### src/rtl/gray_pkg.sv
// -----------------------------------------------------------------------------
// gray_pkg
// Shared definitions for the Gray-code counter block.
//   GRAY_DEFAULT_WIDTH : default counter width.
//   GRAY_MAX_WIDTH     : width of the generic helper-function arguments.
//   bin2gray()         : binary -> Gray (bin ^ (bin >> 1)).
//   gray2bin()         : Gray -> binary, for verification models and debug.
// -----------------------------------------------------------------------------
package gray_pkg;

    localparam int GRAY_DEFAULT_WIDTH = 8;
    localparam int GRAY_MAX_WIDTH     = 32;

    typedef logic [GRAY_MAX_WIDTH-1:0] gray_word_t;

    function automatic gray_word_t bin2gray(input gray_word_t bin);
        return bin ^ (bin >> 1);
    endfunction

    // Each binary bit is the XOR of all Gray bits at or above it, so walk
    // down from the MSB carrying the running XOR.
    function automatic gray_word_t gray2bin(input gray_word_t gray);
        gray_word_t bin;
        bin = '0;
        bin[GRAY_MAX_WIDTH-1] = gray[GRAY_MAX_WIDTH-1];
        for (int i = GRAY_MAX_WIDTH - 2; i >= 0; i--) begin
            bin[i] = bin[i+1] ^ gray[i];
        end
        return bin;
    endfunction

endpackage

### src/rtl/gray_encode.sv
// -----------------------------------------------------------------------------
// gray_encode
// Purely combinational binary-to-Gray converter.
//   bin  : WIDTH-bit binary input.
//   gray : WIDTH-bit Gray-code output, gray = bin ^ (bin >> 1).
// -----------------------------------------------------------------------------
module gray_encode
    import gray_pkg::*;
#(
    parameter int WIDTH = GRAY_DEFAULT_WIDTH
) (
    input  logic [WIDTH-1:0] bin,
    output logic [WIDTH-1:0] gray
);

    // The MSB passes straight through; every lower bit is the XOR of
    // itself and its upper neighbour.
    assign gray[WIDTH-1] = bin[WIDTH-1];

    generate
        for (genvar gi = 0; gi < WIDTH - 1; gi++) begin : g_bit
            assign gray[gi] = bin[gi] ^ bin[gi+1];
        end
    endgenerate

endmodule

### src/rtl/gray_counter.sv
// -----------------------------------------------------------------------------
// gray_counter
// Free-running Gray-code up-counter with enable, synchronous clear and a
// one-cycle wrap pulse. A binary count is kept internally; its Gray encoding
// is registered on the output so count has no combinational input path.
//   clk       : rising-edge clock.
//   rst       : synchronous reset, active-high, highest priority.
//   count_en  : advance by one step per clock when high.
//   count_clr : synchronous clear, active-high, overrides count_en.
//   count     : registered Gray-code count (WIDTH bits, WIDTH >= 2).
//   overflow  : registered one-cycle pulse when the count wraps to zero.
// -----------------------------------------------------------------------------
module gray_counter
    import gray_pkg::*;
#(
    parameter int WIDTH = GRAY_DEFAULT_WIDTH
) (
    input  logic             clk,
    input  logic             rst,
    input  logic             count_en,
    input  logic             count_clr,
    output logic [WIDTH-1:0] count,
    output logic             overflow
);

    logic [WIDTH-1:0] bin_reg;
    logic [WIDTH-1:0] bin_next;
    logic [WIDTH-1:0] count_reg;
    logic [WIDTH-1:0] count_next;
    logic             overflow_reg;
    logic             overflow_next;

    // Next binary value: clear beats enable, otherwise hold. The carry out
    // of the increment is the wrap indication; a clear on the wrap cycle
    // suppresses it.
    always_comb begin
        bin_next      = bin_reg;
        overflow_next = 1'b0;
        if (count_clr) begin
            bin_next = '0;
        end else if (count_en) begin
            bin_next      = bin_reg + 1'b1;
            overflow_next = &bin_reg;
        end
    end

    // Encode the next binary value so the Gray register updates in the same
    // edge as the binary register and the two never disagree.
    gray_encode #(
        .WIDTH (WIDTH)
    ) u_gray_encode (
        .bin  (bin_next),
        .gray (count_next)
    );

    always_ff @(posedge clk) begin
        if (rst) begin
            bin_reg      <= '0;
            count_reg    <= '0;
            overflow_reg <= 1'b0;
        end else begin
            bin_reg      <= bin_next;
            count_reg    <= count_next;
            overflow_reg <= overflow_next;
        end
    end

    assign count    = count_reg;
    assign overflow = overflow_reg;

endmodule

### config.mk
export PLATFORM = sky130hd
export DESIGN_NAME = gray_counter
export DESIGN_NICKNAME = d
export VERILOG_FILES = /design/src/rtl/gray_pkg.sv /design/src/rtl/gray_encode.sv /design/src/rtl/gray_counter.sv
export SDC_FILE = /design/constraint.sdc
export NUM_CORES = 1
export LEC_CHECK = 0
export ABC_AREA = 1
export BUFFER_PORTS_ARGS = -buffer_cell sky130_fd_sc_hd__buf_2
export CORE_MARGIN = 2
export CORE_UTILIZATION = 48
export DETAILED_ROUTE_END_ITERATION = 8
export PLACE_DENSITY = 0.71
export SYNTH_ARGS = -nofsm -noshare
export SYNTH_HDL_FRONTEND = slang
export SYNTH_HIERARCHICAL = 1
export SYNTH_SLANG_ARGS = --single-unit
### constraint.sdc
create_clock -name clk -period 1.3 [get_ports clk]
set_clock_uncertainty 0.1 [all_clocks]
set_input_delay 0.13 -clock clk [delete_from_list [all_inputs] [get_ports clk]]
set_output_delay 0.13 -clock clk [all_outputs]
set_load 0.03 [all_outputs]
==> results.ini <==
[setup_path]
critPathMaxFanout=3
critical_path_class=register to register
cp_data_required_time_ns=1.38
slowest_stage=dfxtp_4
cp.arrival_ns=1.52
max_stage_delay_ns=0.38
crit_top_cell=nand2_1
worst_r2r_path_depth=12
startpoint_type=register
worst_setup_path_end_kind=register
crit_chain=ha_4, nand3_4, nor2_4, nand2_1, nand2_1, nand3_2, inv_2, inv_2, nand2_1, nand2_1, inv_1, nor2_1

[routing]
detail_route.wl_per_cell_um=10.9
final_antenna_net_count=0
via_per_inst=4.70
vias=776
first_iter_violations=10
first_pass_iters=4
drc=0
postRouteWirelength_um=1790

[power_and_ir_drop]
cellLeakagePower_nw=0.509
power_mw=0.894
p_per_area_nw_per_um2=809
peakVddDrop_mv=0.625

[floorplanning]
initial_utilization_pct=53.0
die_y_um=45.5
die_w_um=45.5
std_cell_rows=14
ios=13
dieArea_um2=2070
coreArea_um2=1560

[finish]
diodes=0
nets=155
synthToLayoutAreaGrowth_pct=33.8
drive_above_1_share_pct=42.3
fillCellCount=137
ff_latch_area_um2=347
multi_input_area_um2=419

[outcome]
status=finished with violations
violations=setup timing

[clock_network]
clockBufferDepth=2
clockRootBuffer=clkbuf_4
tritoncts=done
htreeDepth=1
cts_buffers=3
cts_sinks=17
clk_latency_ns=0.30
clkTransAtPathRegs_ns=0.10

[sta]
fin_crit_ns=1.43
drv_slew=0
setup_violations=8
worst_hold_slack_ns=0.0436
grt_setup_unrepaired=true
worst_pin_slew_ns=0.324
fmax_mhz=697
worst_slack_ns=-0.135
hold_violations=0
min_period_over_period_pct=110
slew_headroom_pct=78.4

[logic_synthesis]
ys.warnings.count=6
synth_top_family_by_area=simple AND/OR/NAND/NOR gates
synth_xor_area_share_pct=1.06
ys_ff_latch=17
synth_common_cells=nand2_1, inv_1, dfxtp_1, nor2_1
syn_inst=120
yosysSeqAreaShare_pct=41.2
synth-compound-area-share_pct=0.606
synth_cell_types=21
synth.most_common_cell=nand2_1
synthArstFlopShare_pct=0
synth_adder_area_share_pct=1.52
yosys-top-cells-area=dfxtp_1, nand2_1, inv_1, nor2_1, nand3_2
synth_edf_count=0
synthFlopType=dfxtp_1
synth_area_um2=826
synth_simple_gate_area_share_pct=40.9
yosys-mux-area-fraction_pct=0
synth_top_area_share_pct=41.2
synth_top_area_cell=dfxtp_1
syn_avg_cell_area_um2=6.88
synth_fp_nets=125

[grt]
grt_antenna_before_repair=0
grt_pass1_vias=762
grt_max_degree=17
overflow=0
track_usage_pct=21.1
grt_pass1_wl_um=3030

[placed_design]
gp_congestion=0.819
dp_hpwl_um=1270
port_buffers=12

[min_path]
hold_class=primary input to register
hold-path-cell-count=2

[job]
cap_viol_max_count=0

power breakdown:
group	internal (mW)	leakage (nW)	switching, mW	total (mW)
Combinational	0.0267	0.355	0.0493	0.0759
Sequential	0.526	0.139	0.00439	0.530
Clock	0.120	0.0150	0.168	0.288
Total	0.672	0.509	0.222	0.894
logic make-up after synthesis:
group / count (synthesis)
adders and majority gates: 1
AOI/OAI and AO/OA: 1
and+or+nand+nor: 69
buffers and inverters: 31
xor gates and xnor gates: 1
DFF: 17
routing by layer:
layer / vias to the layer above / share of wire (%) / GRT usage (%)
li1: 415 / - / -
met1: 347 / 42 / 22.9
met2: 9 / 53 / 36.9
met3: 5 / 2.2 / 3.57
met4: 0 / 2.7 / 14.1
met5: - / 0 / 0
final cells by class:
| class | instances | share of cell area (%) |
|---|---|---|
| tap | 16 | 1.81 |
| clock buffer | 4 | 2.38 |
| inverter | 28 | 9.51 |
| sequential | 17 | 31.4 |
| multi-input combinational | 72 | 37.9 |
| timing repair buffer | 28 | 17.0 |
stage by stage:
step	setup WS, ns	util, %	setup TNS [ns]	area, µm²	cells
after floorplan	-0.0725	-	-0.315	848	120
after global placement	-0.127	64.8	-0.695	1010	158
after detailed placement	-0.182	64.8	-0.975	1010	158
after CTS	-0.141	68.5	-0.923	1070	163
after global routing	-0.266	70.9	-1.92	1100	165
final	-0.135	70.9	-0.802	1100	165
critical path, delay by kind of cell, from the launching register on:
family,cells,cell delay [ns]
and+or+nand+nor,8,0.52
DFF,1,0.38
buffers and inverters,3,0.16
adders and majority gates,1,0.15
cell usage in the layout (no fill, tap or decap), types with 3 or more instances in the layout:
master / synthesis / layout
buf_2: 1 / 12
buf_4: 1 / 14
clkbuf_4: 0 / 3
dfxtp_1: 17 / 14
inv_1: 25 / 19
inv_2: 2 / 8
nand2_1: 29 / 27
nand2_2: 1 / 3
nand3_2: 5 / 5
nor2_1: 16 / 13
nor2_2: 3 / 6
nor3_1: 5 / 3
nor4_1: 3 / 3
repair_timing:
action / 4_1_cts / 5_1_grt
setup endpoints to repair: 8 / 12
pin swaps: 6 / 3
cloned: 0 / 0
buffers inserted: 1 / 2
hold buffers: 0 / 0
resized for setup: 6 / 11
worst paths after layout:
check                                   to        from  slack (ns)
worst min-delay path            bin_reg[2]   count_clr        0.04
worst max register to register    count[5]  bin_reg[0]       -0.13
worst max-delay path              count[5]  bin_reg[0]       -0.13
worst min register to register    overflow  bin_reg[7]        0.39
(Power assumes the default switching activity.)
